### config.mk
export PLATFORM = sky130hd
export DESIGN_NAME = wb_queue
export DESIGN_NICKNAME = d
export VERILOG_FILES = /design/src/rtl/wb_queue.sv
export SDC_FILE = /design/constraint.sdc
export NUM_CORES = 1
export LEC_CHECK = 0
export CORE_MARGIN = 2
export CORE_UTILIZATION = 39
export CTS_CLUSTER_SIZE = 24
export DETAILED_ROUTE_END_ITERATION = 16
export PLACE_DENSITY = 0.69
export SLEW_MARGIN = 5
export SYNTH_ARGS = -nofsm -noshare
export SYNTH_HDL_FRONTEND = slang
export SYNTH_SLANG_ARGS = --single-unit
### constraint.sdc
create_clock -name CLK -period 12.65 [get_ports CLK]
set_input_delay 3.795 -clock CLK [delete_from_list [all_inputs] [get_ports CLK]]
set_output_delay 3.795 -clock CLK [all_outputs]
set_load 0.02 [all_outputs]
### src/rtl/wb_queue.sv
// rtl/wb_queue.sv - write-back queue feeding the register-file write port
// Two-source in-order FIFO, one drain per cycle, with youngest-first forwarding.
module wb_queue #(
    parameter int DATA_WIDTH = 32,
    parameter int DEPTH      = 4
) (
    input  logic                    CLK,
    input  logic                    RST,
    input  logic                    LD_VALID,
    output logic                    LD_READY,
    input  logic [4:0]              LD_ADDR,
    input  logic [DATA_WIDTH-1:0]   LD_DATA,
    input  logic                    ALU_VALID,
    output logic                    ALU_READY,
    input  logic [4:0]              ALU_ADDR,
    input  logic [DATA_WIDTH-1:0]   ALU_DATA,
    output logic                    WE,
    output logic [4:0]              A3,
    output logic [DATA_WIDTH-1:0]   WD3,
    input  logic [4:0]              A1,
    input  logic [4:0]              A2,
    output logic                    FWD1_HIT,
    output logic                    FWD2_HIT,
    output logic [DATA_WIDTH-1:0]   FWD1_DATA,
    output logic [DATA_WIDTH-1:0]   FWD2_DATA,
    output logic [$clog2(DEPTH):0]  COUNT,
    output logic                    EMPTY
);

    localparam int PW = $clog2(DEPTH);
    localparam int CW = $clog2(DEPTH) + 1;

    logic [4:0]            r_mem_addr [DEPTH];
    logic [DATA_WIDTH-1:0] r_mem_data [DEPTH];
    logic [PW-1:0]         r_head;
    logic [PW-1:0]         r_tail;
    logic [CW-1:0]         r_count;
    logic                  r_we;
    logic [4:0]            r_a3;
    logic [DATA_WIDTH-1:0] r_wd3;

    logic                  w_ld_ready;
    logic                  w_alu_ready;
    logic                  w_ld_push;
    logic                  w_alu_push;
    logic                  w_pop;
    logic [PW-1:0]         w_alu_slot;
    logic                  w_fwd1_hit;
    logic                  w_fwd2_hit;
    logic [DATA_WIDTH-1:0] w_fwd1_data;
    logic [DATA_WIDTH-1:0] w_fwd2_data;

    // Ready comes only from registered occupancy; the same-cycle pop is not credited.
    assign w_ld_ready  = (r_count < CW'(DEPTH));
    assign w_alu_ready = LD_VALID ? (r_count <= CW'(DEPTH - 2)) : (r_count < CW'(DEPTH));

    assign w_ld_push  = LD_VALID  & w_ld_ready  & (LD_ADDR  != 5'd0);
    assign w_alu_push = ALU_VALID & w_alu_ready & (ALU_ADDR != 5'd0);
    assign w_pop      = (r_count != '0);
    assign w_alu_slot = r_tail + PW'(w_ld_push);

    always_ff @(posedge CLK) begin
        if (w_ld_push) begin
            r_mem_addr[r_tail] <= LD_ADDR;
            r_mem_data[r_tail] <= LD_DATA;
        end
        if (w_alu_push) begin
            r_mem_addr[w_alu_slot] <= ALU_ADDR;
            r_mem_data[w_alu_slot] <= ALU_DATA;
        end
    end

    always_ff @(posedge CLK or negedge RST) begin
        if (!RST) begin
            r_head  <= '0;
            r_tail  <= '0;
            r_count <= '0;
            r_we    <= 1'b0;
            r_a3    <= 5'd0;
            r_wd3   <= '0;
        end else begin
            r_tail  <= r_tail + PW'(w_ld_push) + PW'(w_alu_push);
            r_count <= r_count + CW'(w_ld_push) + CW'(w_alu_push) - CW'(w_pop);
            if (w_pop) begin
                r_we   <= 1'b1;
                r_a3   <= r_mem_addr[r_head];
                r_wd3  <= r_mem_data[r_head];
                r_head <= r_head + PW'(1);
            end else begin
                r_we   <= 1'b0;
            end
        end
    end

    // Oldest first so that later (younger) matches overwrite earlier ones.
    always_comb begin
        w_fwd1_hit  = 1'b0;
        w_fwd2_hit  = 1'b0;
        w_fwd1_data = '0;
        w_fwd2_data = '0;
        if (r_we && (A1 != 5'd0) && (r_a3 == A1)) begin
            w_fwd1_hit  = 1'b1;
            w_fwd1_data = r_wd3;
        end
        if (r_we && (A2 != 5'd0) && (r_a3 == A2)) begin
            w_fwd2_hit  = 1'b1;
            w_fwd2_data = r_wd3;
        end
        for (int i = 0; i < DEPTH; i++) begin
            if ((CW'(i) < r_count) && (A1 != 5'd0) && (r_mem_addr[r_head + PW'(i)] == A1)) begin
                w_fwd1_hit  = 1'b1;
                w_fwd1_data = r_mem_data[r_head + PW'(i)];
            end
            if ((CW'(i) < r_count) && (A2 != 5'd0) && (r_mem_addr[r_head + PW'(i)] == A2)) begin
                w_fwd2_hit  = 1'b1;
                w_fwd2_data = r_mem_data[r_head + PW'(i)];
            end
        end
    end

    assign LD_READY  = w_ld_ready;
    assign ALU_READY = w_alu_ready;
    assign WE        = r_we;
    assign A3        = r_a3;
    assign WD3       = r_wd3;
    assign FWD1_HIT  = w_fwd1_hit;
    assign FWD2_HIT  = w_fwd2_hit;
    assign FWD1_DATA = w_fwd1_data;
    assign FWD2_DATA = w_fwd2_data;
    assign COUNT     = r_count;
    assign EMPTY     = (r_count == '0) && !r_we;

endmodule

* Word level (Yosys, flattened, before mapping)
Memory sizes are Yosys's and may differ from the RTL's. Cells that the tools add are included.
Cells by class: multiplexer cells 26, $add $sub $neg 8, bitwise operators 4, reduce and logical (&&, ||, !) cells 28, magnitude comparators 6, eq/ne operators 10
Operators by type and width (number):
- 32-bit two-way mux | 10
- 5-bit equality test | 10
- 1-bit logical AND | 21
- 5-bit nonzero test | 4
- 1-bit two-way mux | 16
- 3-bit by 1-bit adder with 3-bit output | 2
- 1-bit by 3-bit < comparator with 1-bit output, first input constant | 2
- 2-bit by 3-bit < comparator with 1-bit output, first input constant | 2
- 2-bit by 1-bit adder with 2-bit output | 2
- 2-bit adder, second input constant | 2
- 1-bit bitwise AND | 4
- 3-bit by 2-bit less-or-equal comparator with 1-bit output, second input constant | 1
- 3-bit zero test | 1
- 3-bit < comparator, second input constant | 1
- 3-bit nonzero test | 1
- 3-bit by 1-bit subtractor with 3-bit output | 1
- 2-bit by 1-bit adder with 2-bit output, second input constant | 1
- 1-bit zero test | 1
Word-level totals: RAM bits 148, word-level logic and storage cells 90, register bits after elaboration 45, output and inout bits 110, input bits 88, memories kept 2
Memory list:
- r_mem_data | depth 4, width 32, rd ports 4, clocked after Yosys merged registers in 0, write ports 2, line 34 | logic [DATA_WIDTH-1:0] r_mem_data [DEPTH];
- r_mem_addr | depth 4, width 5, rd ports 4, clocked after Yosys merged registers in 0, write ports 2, line 33 | logic [4:0] r_mem_addr [DEPTH];

* Logic depth before layout (Yosys ltp)
word-level depth 8, mapped depth 12, gate-level depth less buffers 10

* Worst setup path before layout
Ideal clock, no wire load.
path kind in2out, start point input A2[3], end point output FWD2_DATA[31], arrival 6.123 ns, cell stages on the path 7, data required time 8.855 ns, setup slack 2.732 ns, path buffers 1, cell sequence clkbuf_1 nor4_1 and2_1 or4_4 nor4_4 mux2_2 o22ai_1
On the way: cells in the longest elaborated chain, start to end 8, elaborated cells on any way between the ends 21, classes of those cells eq/ne (5); mux (5); reduce/logical (11)
RTL lines:
- start: declaration | line 21 | input logic [4:0] A2,
- 5-bit nonzero test | line 105, 114
- 1-bit logical AND (2 in series) | line 105 | if (r_we && (A2 != 5'd0) && (r_a3 == A2)) begin
- 32-bit two-way mux | line 105
- 32-bit two-way mux (3 in series) | line 114 | if ((CW'(i) < r_count) && (A2 != 5'd0) && (r_mem_addr[r_head + PW'(i)] == A2)) begin
- 32-bit two-way mux (*) | line 114
- end: declaration | line 25 | output logic [DATA_WIDTH-1:0] FWD2_DATA,
Every way passes the cells marked *; elsewhere a longest branch is shown, timed or not.

* Worst setup path in the final report
start point input A2[3], end point output FWD2_DATA[0]
The elaborated chain is that of the path after synthesis.

==> metrics.txt <==
Slew HR 25.4%; average size of a mapped cell 12.0 um2; top-area cell type share of the netlist area 29.4%; LEAKAGE 0.00629 uW; global-route wire length before repair 70800 um; Post-Route Setup TNS 0 ns; minimum clock period after layout 11.36 ns; WP data arrival 7.57 ns; Top FF cell, synth edfxtp_1; synthesized cell area 15100 um2; Total GRT Usage 23.0%; Initial Util 39.2%; port bufs 197; CTS HTree Levels 4; Post-DP HPWL 30700 um; final worst path period share 89.8%; post-synth cell types 51; fin nets 1488; root buffer cell clkbuf_16; largest net degree at the start of global routing 83; Net Sw Frac 44.3%; critical path type in2out; Overflow after GRT 0; Pre-Repair DR Iteration Count 5; Area Overhead vs Synth 20.0%; post-synthesis compound-gate area fraction 11.0%; flop2flop setup slack 8.84 ns; Critical Path Fanout Max 32; WL final 46500 um; die area 40300 um2; Final Instance Area 18100 um2; Synth area leader edfxtp_1; DRT iter0 DRCs 994; Core Region 38500 um2; die height 201 um; count of final hold-check violations 0; # hold bufs at CTS 0; design internal power 2530 uW; Worst Max-Slew Pin Slew 1.12 ns; Max Cap Viol 0; Worst setup SP type primary input; run status finished clean; top cells by area, synth edfxtp_1, mux4_2, mux2_2, dfrtp_1, nand2_1; post-CTS setup buffers 0; required time worst endpoint 8.85 ns; NetSw 2010 uW; sequential area share after synthesis 36.9%; Pwr per Cell Area 251 nW/um2; Synth top cells by count mux2_2, nand2_1, edfxtp_1; Non-Filler Instances 1927; CTS tree built; Resized cells post-CTS 0; Max Fclk 88.0 MHz; Clock Skews 0.0152 ns; Logic pwr share 60.4%; Clock Power Share 12.3%; GPL Wtd Cong 0.858; CTS Buffer Depth 2; Final ANT Viol Nets 0; Clk Latency, worst-skew pair 0.46 ns; placed instance area 17500 um2; clk slew on worst S/H paths 0.07 ns; Setup Viol. Count Final 0; Sequential Power Share 27.3%; Clock Sinks 193; layout filler cell count 3476; Chip Width 201 um; Hold Path Class reg2reg; simple-gate share of the synthesized area 11.0%; Wirelength per Cell 24.1 um; proportion of layout cells with a drive suffix above 1 28.5%; Peak supply drop 109 uV; Yosys warnings 0; vias in the first global route 11900; largest family of logic cells by synthesized area multiplexers; ys async rst share 23.3%; count leader, synth mux2_2; number of synthesized flops with an enable pin 148; post-synthesis adder-cell area fraction 0.680%; RSZ-0062 raised after global routing no; via count 11700; DP Cell Count 1892; initial antenna violation count 3; Synth Area in XOR/XNOR 3.08%; flops & latches, synth 193; Post-Synthesis Net Count 1358; DRC Markers 0; io pins 198; Max Slew Vio Count 0; mux share of post-synthesis cell area 33.4%; FP Rows 72; Setup crit end kind primary output; Via density 6.07; Cells after Synth 1263; CTS Buf Count 17
[cell families after synthesis]
| kind of cell | after synthesis |
|---|---|
| adders and majority gates | 7 |
| AOI/OAI and AO/OA | 210 |
| and+or+nand+nor | 340 |
| DFF | 193 |
| xor gates and xnor gates | 53 |
| buffers and inverters | 131 |
| muxes | 329 |
[registers in the layout, summed over array words and instances, names as in the netlist]
register    count
WE              1
r_head          2
r_tail          2
WD3            32
COUNT           3
r_mem_data    128
A3              5
r_mem_addr     20
[through the flow]
stage	utilization [%]	hold slack (ns)	worst slack (ns)	power, uW
after global routing	47.1	0.537	1.11	4790
after detailed placement	45.6	0.508	1.29	3980
final	47.1	0.524	1.29	4540
after CTS	47.1	0.525	1.29	4540
after floorplan	-	0.611	2.73	3070
after global placement	45.6	0.494	1.31	3920
[metal layers]
metal  part of all wire [%]  track usage [%]
met1                     39             27.8
met2                     50             39.2
met3                    7.0             4.01
met4                    4.3             12.1
met5                      0                0
[power by group through the flow]
stage	logic, uW	registers, uW	clock network (uW)
floorplan	1890	1180	0
global placement	2690	1230	0
detailed placement	2730	1250	0
CTS	2740	1240	566
global route	2920	1280	588
finish	2740	1240	560
[path summary, 6_finish.rpt]
kind / start / end / cells past startpoint
setup / recovery: A2[3] / FWD2_DATA[0] / 9
hold / removal: WD3[4]$_DFFE_PN0P_ / WD3[4]$_DFFE_PN0P_ / 2
setup reg to reg: COUNT[2]$_DFF_PN0_ / r_mem_data[1][21]$_DFFE_PP_ / 9
hold reg to reg: WD3[4]$_DFFE_PN0P_ / WD3[4]$_DFFE_PN0P_ / 2
max in group asynchronous: RST / r_head[1]$_DFFE_PN0P_ / 2
min in group asynchronous: RST / COUNT[2]$_DFF_PN0_ / 2
[critical path, cell delays in order]
cell and delay, ns:
clkdlybuf4s50_1 0.74, nor4_1 0.16, and2_1 0.22, or4_4 0.53
nor4_4 0.31, buf_4 0.59, mux2i_1 0.15, o22ai_1 0.36
clkdlybuf4s50_1 0.68
[layout make-up]
type | count | area, um2 | area share [%]
timing repair buffer | 227 | 2190 | 12.1
multi-input combinational | 939 | 9050 | 49.9
tap | 518 | 648 | 3.58
clock inverter | 15 | 163 | 0.898
inverter | 15 | 56.3 | 0.311
clock buffer | 17 | 425 | 2.35
sequential | 193 | 5580 | 30.8
antenna | 3 | 7.51 | 0.0414
[placed cells by master (no fill, tap or decap), types with 30 or more instances in the layout]
| master | netlist | routed |
|---|---|---|
| clkdlybuf4s50_1 | 0 | 196 |
| mux2_2 | 156 | 156 |
| nand2_1 | 154 | 154 |
| edfxtp_1 | 148 | 148 |
| mux4_2 | 124 | 124 |
| a21oi_1 | 50 | 50 |
| mux2i_1 | 49 | 49 |
| a211oi_1 | 44 | 44 |
| dfrtp_1 | 45 | 43 |
| nor2_1 | 45 | 43 |
| xnor2_1 | 40 | 40 |
| and2_1 | 34 | 34 |
| nand3_1 | 33 | 33 |
| o22ai_2 | 30 | 30 |
| buf_4 | 1 | 30 |
(Power assumes the default switching activity.)
